==> config.mk <==
export PLATFORM = sky130hd
export DESIGN_NAME = usr_burst_flat
export DESIGN_NICKNAME = d
export VERILOG_FILES = /design/src/rtl/usr_pkg.sv /design/src/rtl/usr_burst_if.sv /design/src/rtl/usr_shift_core.sv /design/src/rtl/usr_burst.sv /design/src/flat_wrapper.sv
export SDC_FILE = /design/constraint.sdc
export NUM_CORES = 1
export LEC_CHECK = 0
export CORE_ASPECT_RATIO = 1.5
export CORE_UTILIZATION = 50
export CTS_CLUSTER_SIZE = 25
export DETAILED_ROUTE_END_ITERATION = 8
export PLACE_DENSITY = 0.81
export RECOVER_POWER = 25
export SLEW_MARGIN = 40
export SYNTH_ARGS = -nofsm -noshare
export SYNTH_HDL_FRONTEND = slang
export SYNTH_SLANG_ARGS = --single-unit
==> constraint.sdc <==
create_clock -name clk -period 2.7 [get_ports clk]
set_clock_uncertainty 0.1 [all_clocks]
set_input_delay 0.27 -clock clk [delete_from_list [all_inputs] [get_ports clk]]
set_output_delay 0.27 -clock clk [all_outputs]
set_load 0.05 [all_outputs]
==> src/rtl/usr_pkg.sv <==
// -----------------------------------------------------------------------------
// usr_pkg
// Shared definitions for the usr_burst shift register:
//   sel_e   - 3-bit operating mode carried on the sel input
//   state_e - burst sequencer state (IDLE / RUN)
// -----------------------------------------------------------------------------
package usr_pkg;

    typedef enum logic [2:0] {
        SEL_HOLD  = 3'b000,
        SEL_SHL   = 3'b001,
        SEL_SHR   = 3'b010,
        SEL_LOAD  = 3'b011,
        SEL_ROL   = 3'b100,
        SEL_ROR   = 3'b101,
        SEL_ASR   = 3'b110,
        SEL_BURST = 3'b111
    } sel_e;

    typedef enum logic {
        ST_IDLE = 1'b0,
        ST_RUN  = 1'b1
    } state_e;

endpackage

==> src/rtl/usr_burst_if.sv <==
// -----------------------------------------------------------------------------
// usr_burst_if
// Control/data bundle of the usr_burst shift register.
//   master : drives sel, pi, si, dir, len; observes po, so, busy, done
//   slave  : the shift register itself
// -----------------------------------------------------------------------------
interface usr_burst_if #(
    parameter int WIDTH = 8,
    parameter int CNT_W = $clog2(WIDTH + 1)
);
    logic [2:0]       sel;   // mode, encoded as usr_pkg::sel_e
    logic [WIDTH-1:0] pi;    // parallel load data
    logic             si;    // serial fill bit
    logic             dir;   // burst direction: 1 left, 0 right
    logic [CNT_W-1:0] len;   // requested burst length
    logic [WIDTH-1:0] po;    // register contents
    logic             so;    // serial output bit
    logic             busy;  // burst in progress
    logic             done;  // one-cycle burst completion pulse

    modport master (
        output sel, pi, si, dir, len,
        input  po, so, busy, done
    );

    modport slave (
        input  sel, pi, si, dir, len,
        output po, so, busy, done
    );
endinterface

==> src/rtl/usr_shift_core.sv <==
// -----------------------------------------------------------------------------
// usr_shift_core
// Purely combinational next-value datapath for the shift register.
//   i_po      current register contents
//   i_pi      parallel load data (LOAD only)
//   i_si      serial fill bit (SHL, SHR, BURST)
//   i_mode    operation to apply
//   i_dir     BURST direction: 1 behaves as SHL, 0 as SHR
//   o_po_nxt  register value after the operation
// -----------------------------------------------------------------------------
module usr_shift_core
    import usr_pkg::*;
#(
    parameter int WIDTH = 8
) (
    input  logic [WIDTH-1:0] i_po,
    input  logic [WIDTH-1:0] i_pi,
    input  logic             i_si,
    input  sel_e             i_mode,
    input  logic             i_dir,
    output logic [WIDTH-1:0] o_po_nxt
);

    always_comb begin
        // NOTE: assign a default before the case so no path leaves the output unassigned (latch).
        o_po_nxt = i_po;
        case (i_mode)
            SEL_HOLD:  o_po_nxt = i_po;
            SEL_SHL:   o_po_nxt = {i_po[WIDTH-2:0], i_si};
            SEL_SHR:   o_po_nxt = {i_si, i_po[WIDTH-1:1]};
            SEL_LOAD:  o_po_nxt = i_pi;
            SEL_ROL:   o_po_nxt = {i_po[WIDTH-2:0], i_po[WIDTH-1]};
            SEL_ROR:   o_po_nxt = {i_po[0], i_po[WIDTH-1:1]};
            SEL_ASR:   o_po_nxt = {i_po[WIDTH-1], i_po[WIDTH-1:1]};
            SEL_BURST: o_po_nxt = i_dir ? {i_po[WIDTH-2:0], i_si}
                                        : {i_si, i_po[WIDTH-1:1]};
        endcase
    end

endmodule

==> src/rtl/usr_burst.sv <==
// -----------------------------------------------------------------------------
// usr_burst
// Universal shift register with a multi-cycle burst-shift mode.
//   clk  sole clock, rising edge
//   rst  synchronous reset, active low
//   bus  usr_burst_if.slave: sel/pi/si/dir/len in, po/so/busy/done out
// In IDLE every edge applies the selected mode once. BURST shifts
// min(len, WIDTH) times in the direction sampled at the start edge; the
// remaining shifts run in RUN, where sel/pi/len/dir are ignored.
// -----------------------------------------------------------------------------
module usr_burst
    import usr_pkg::*;
#(
    parameter int WIDTH = 8,
    parameter int CNT_W = $clog2(WIDTH + 1)
) (
    input  logic        clk,
    input  logic        rst,
    usr_burst_if.slave  bus
);

    state_e           r_state;
    logic [CNT_W-1:0] r_cnt;
    logic             r_dir;
    logic [WIDTH-1:0] r_po;
    logic             r_done;

    state_e           w_state_nxt;
    logic [CNT_W-1:0] w_cnt_nxt;
    logic             w_dir_nxt;
    logic [WIDTH-1:0] w_po_nxt;
    logic             w_done_nxt;

    sel_e             w_sel;
    sel_e             w_core_mode;
    logic             w_core_dir;
    logic [WIDTH-1:0] w_core_po;
    logic [CNT_W-1:0] w_len_eff;
    logic             w_left;

    assign w_sel     = sel_e'(bus.sel);
    assign w_len_eff = (bus.len > CNT_W'(WIDTH)) ? CNT_W'(WIDTH) : bus.len;

    // While running, the datapath is forced to burst with the latched direction.
    assign w_core_mode = (r_state == ST_RUN) ? SEL_BURST : w_sel;
    assign w_core_dir  = (r_state == ST_RUN) ? r_dir     : bus.dir;

    usr_shift_core #(
        .WIDTH (WIDTH)
    ) u_core (
        .i_po     (r_po),
        .i_pi     (bus.pi),
        .i_si     (bus.si),
        .i_mode   (w_core_mode),
        .i_dir    (w_core_dir),
        .o_po_nxt (w_core_po)
    );

    always_comb begin
        w_state_nxt = r_state;
        w_cnt_nxt   = r_cnt;
        w_dir_nxt   = r_dir;
        w_po_nxt    = r_po;
        w_done_nxt  = 1'b0;
        case (r_state)
            ST_IDLE: begin
                if (w_sel == SEL_BURST) begin
                    if (w_len_eff == '0) begin
                        // Zero-length burst: no shift, completion reported at once.
                        w_done_nxt = 1'b1;
                    end else begin
                        w_po_nxt  = w_core_po;
                        w_dir_nxt = bus.dir;
                        w_cnt_nxt = w_len_eff - CNT_W'(1);
                        if (w_len_eff == CNT_W'(1)) begin
                            w_done_nxt = 1'b1;
                        end else begin
                            w_state_nxt = ST_RUN;
                        end
                    end
                end else begin
                    w_po_nxt = w_core_po;
                end
            end
            ST_RUN: begin
                w_po_nxt  = w_core_po;
                w_cnt_nxt = r_cnt - CNT_W'(1);
                if (r_cnt == CNT_W'(1)) begin
                    w_state_nxt = ST_IDLE;
                    w_done_nxt  = 1'b1;
                end
            end
        endcase
    end

    // NOTE: non-blocking assignments keep every register sampling pre-edge values.
    always_ff @(posedge clk) begin
        if (!rst) begin
            r_state <= ST_IDLE;
            r_cnt   <= '0;
            r_dir   <= 1'b0;
            r_po    <= '0;
            r_done  <= 1'b0;
        end else begin
            r_state <= w_state_nxt;
            r_cnt   <= w_cnt_nxt;
            r_dir   <= w_dir_nxt;
            r_po    <= w_po_nxt;
            r_done  <= w_done_nxt;
        end
    end

    // Serial output follows the end the data is currently moving towards.
    assign w_left = (r_state == ST_RUN) ? r_dir
                                        : ((w_sel == SEL_SHL) || (w_sel == SEL_ROL));

    assign bus.po   = r_po;
    assign bus.so   = w_left ? r_po[WIDTH-1] : r_po[0];
    assign bus.busy = (r_state == ST_RUN);
    assign bus.done = r_done;

endmodule

==> src/flat_wrapper.sv <==
// flat-port wrapper written by rule: the top's interface ports become plain ports
module usr_burst_flat import usr_pkg::*;
#(
    parameter int WIDTH = 8,
    parameter int CNT_W = $clog2(WIDTH + 1)
)
  (clk, rst, bus_sel, bus_pi, bus_si, bus_dir, bus_len, bus_po, bus_so, bus_busy, bus_done);
  usr_burst_if #(.WIDTH(WIDTH), .CNT_W(CNT_W)) bus_i ();
  input  logic clk;
  input  logic rst;
  input wire logic [$bits(bus_i.sel)-1:0] bus_sel;
  input wire logic [$bits(bus_i.pi)-1:0] bus_pi;
  input wire logic [$bits(bus_i.si)-1:0] bus_si;
  input wire logic [$bits(bus_i.dir)-1:0] bus_dir;
  input wire logic [$bits(bus_i.len)-1:0] bus_len;
  output wire logic [$bits(bus_i.po)-1:0] bus_po;
  output wire logic [$bits(bus_i.so)-1:0] bus_so;
  output wire logic [$bits(bus_i.busy)-1:0] bus_busy;
  output wire logic [$bits(bus_i.done)-1:0] bus_done;
  assign bus_i.sel = bus_sel;
  assign bus_i.pi = bus_pi;
  assign bus_i.si = bus_si;
  assign bus_i.dir = bus_dir;
  assign bus_i.len = bus_len;
  assign bus_po = bus_i.po;
  assign bus_so = bus_i.so;
  assign bus_busy = bus_i.busy;
  assign bus_done = bus_i.done;
  usr_burst #(.WIDTH(WIDTH), .CNT_W(CNT_W)) u_core (.clk(clk), .rst(rst), .bus(bus_i));
endmodule
==> impl_metrics.yaml <==
timing:
  final-setup-viol-count: 0
  rsz0062_at_grt: "false"
  layout_min_cycle_time_ns: 2.50
  relSlewSlack_pct: 58.7
  fmax_mhz: 400
  hold_slack_ns: 0.439
  timing.final.crit_share_pct: 92.5
  fin_tns_setup_ns: 0
  worstMarginPinSlew_ns: 0.604
  slew_violations: 0
  hold_viol: 0
power_and_ir_drop:
  comb_power_share_pct: 37.0
  switching_share_pct: 37.3
  p_leak_nw: 0.564
  switchingPower_w: 0.000233
  ir_drop_mv: 0.293
  fin_total_pwr_w: 0.000624
  seq_power_share_pct: 41.8
  p_per_area_nw_per_um2: 411
  clockPowerShare_pct: 21.2
  internal-power_w: 0.000391
place:
  placed_cells: 196
  finalWeightedCongestion: 0.909
  io_buffer_count: 29
  dp_hpwl_um: 2460
worst_hold_path:
  hold_path_class: "reg2reg"
worst_setup_path:
  critPathArrivalTime_ns: 2.13
  crit_path_end_kind: "primary output"
  critPathKind: "in2out"
  cp_max_fo: 20
  crit_required_ns: 2.33
  startpoint_type: "input pin"
global_route:
  antenna_found_initial: 0
  grt_first_pass_wirelength_um: 5820
  grt_max_degree: 21
  grt_usage_pct: 27.6
  grt_pass1_vias: 1299
  overflow: 0
layout:
  fin_nets: 201
  fill_cells: 179
  final_core_utilization_pct: 67.2
  final_cell_mix: "22 x clkdlybuf4s50_1, 15 x a31oi_1, 15 x dfxtp_1, 10 x o21ai_0, 8 x nand2_1"
  n_antenna_cell: 0
  drive_gt1_share_pct: 9.04
  mostFrequentLayoutCell: "clkdlybuf4s50_1"
  final_cells: 200
  area_growth_pct: 24.1
die:
  ioPinCount: 30
  die_w_um: 42.4
  dieArea_um2: 2650
  core_area_um2: 2260
  floorplan.initialDensity_pct: 54.2
  rows: 21
  die_h_um: 62.6
logic_synthesis:
  synth_edf_count: 0
  yosysWarnings: 0
  synth_seq_area_share_pct: 24.5
  synth.top_cell.area_share_pct: 24.5
  synth.top_cells.by_area: "dfxtp_1 25%, a31oi_1 7.7%, o2111a_1 5.5%"
  synth_area_um2: 1220
  yosys.area.top_type: "dfxtp_1"
  synth-seq-cells: 15
  synth.avg_cell_area_um2: 7.89
  async_reset_ff_share_pct: 0
  synthCells: 155
  syn-num-nets: 178
  ys.flop_type: "dfxtp_1"
  netlist-cell-type-count: 49
drt:
  final_antenna_net_count: 0
  drt_iter0_drc: 49
  drt-vias-per-instance: 6.64
  routed_wl_um: 3310
  via_count: 1328
  firstDrtPassIters: 4
  drc: 0
  wl_per_cell_um: 16.6
clock_tree:
  clock_latency_ns: 0.29
  cts_max_path_buffers: 2
  cts-htree-levels: 1
  clkTransAtPathRegs_ns: 0.09
  cts_tree: "yes"
  cts_root_buffer: "clkbuf_4"
  cts_buffers: 3
  post_cts_buffers: 0
  cts.sinks: 15
  ctsResizeCount: 0
  ctsHoldBuffers: 0
status:
  status: "completed"
job:
  cap_violations: 0
Yosys cell counts (2+ instances only):
cell type,count
o21a_1,3
xnor2_1,2
ha_1,4
and3b_1,3
o31ai_1,3
nor3_1,5
a211oi_1,2
a21oi_1,8
o21ai_0,10
a31oi_1,15
buf_2,9
nand3_1,3
nor4_1,3
nand2_1,8
nor2_1,6
or2_2,2
nand2b_1,7
clkbuf_1,3
dfxtp_1,15
or3_1,3
inv_1,5
o2111a_1,6
nor2b_1,4
cells by family (layout without fill, tap and decap cells):
kind of cell | count (synthesis) | count (layout) | synth area share (%)
DFF | 15 | 15 | 24.5
AOI/OAI and AO/OA | 59 | 59 | 34.2
buffers and inverters | 19 | 41 | 7.67
and+or+nand+nor | 53 | 53 | 25.5
xor gates and xnor gates | 2 | 2 | 1.43
adders and majority gates | 4 | 4 | 4.09
muxes | 3 | 3 | 2.66
power groups by stage:
| stage | logic [W] | clock network, W | registers, W |
|---|---|---|---|
| after detailed placement | 0.000230 | 0 | 0.000266 |
| final | 0.000231 | 0.000132 | 0.000261 |
| after global routing | 0.000251 | 0.000151 | 0.000265 |
| after global placement | 0.000225 | 0 | 0.000265 |
| after floorplan | 0.000120 | 0 | 0.000298 |
| after CTS | 0.000231 | 0.000134 | 0.000261 |
state kept, by name, indices dropped and copies added, names as in the netlist:
signal,cells
u_core.bus.done,1
u_core.bus.po,8
u_core.r_cnt,4
u_core.bus.busy,1
u_core.r_dir,1
metrics by stage:
step / area [um2] / worst slack (ns)
2_1_floorplan: 1220 / 0.385
3_5_place_dp: 1490 / 0.187
6_report: 1520 / 0.202
4_1_cts: 1520 / 0.235
5_1_grt: 1520 / 0.0986
3_3_place_gp: 1490 / 0.267
layer usage:
layer	GRT usage, %	vias to the layer above	part of all wire (%)
li1	-	638	-
met1	32.2	625	41
met2	48.3	51	52
met3	4.34	14	3.6
met4	11.7	0	3.4
met5	0	-	0
worst max-delay path, cell delays in order:
cell	delay, ns
clkdlybuf4s50_1	0.84
xnor2_1	0.12
o31ai_1	0.33
mux2_1	0.37
buf_4	0.19
final cells by class:
| type | count | area, um2 | area share [%] |
|---|---|---|---|
| multi-input combinational | 121 | 833 | 54.9 |
| timing repair buffer | 32 | 310 | 20.4 |
| sequential | 15 | 300 | 19.8 |
| tap | 23 | 28.8 | 1.89 |
| clock buffer | 3 | 22.5 | 1.48 |
| inverter | 5 | 18.8 | 1.24 |
| clock inverter | 1 | 5.00 | 0.329 |
final timing paths:
| check | start | end | slack [ns] | cells after the start |
|---|---|---|---|---|
| max | bus_sel[0] | bus_so | 0.20 | 5 |
| min | u_core.bus.po[5] | u_core.bus.po[5] | 0.44 | 2 |
| max reg2reg | u_core.bus.busy | u_core.bus.po[0] | 0.83 | 4 |
| min reg2reg | u_core.bus.po[5] | u_core.bus.po[5] | 0.44 | 2 |
Power figures use the tool's default switching activity.
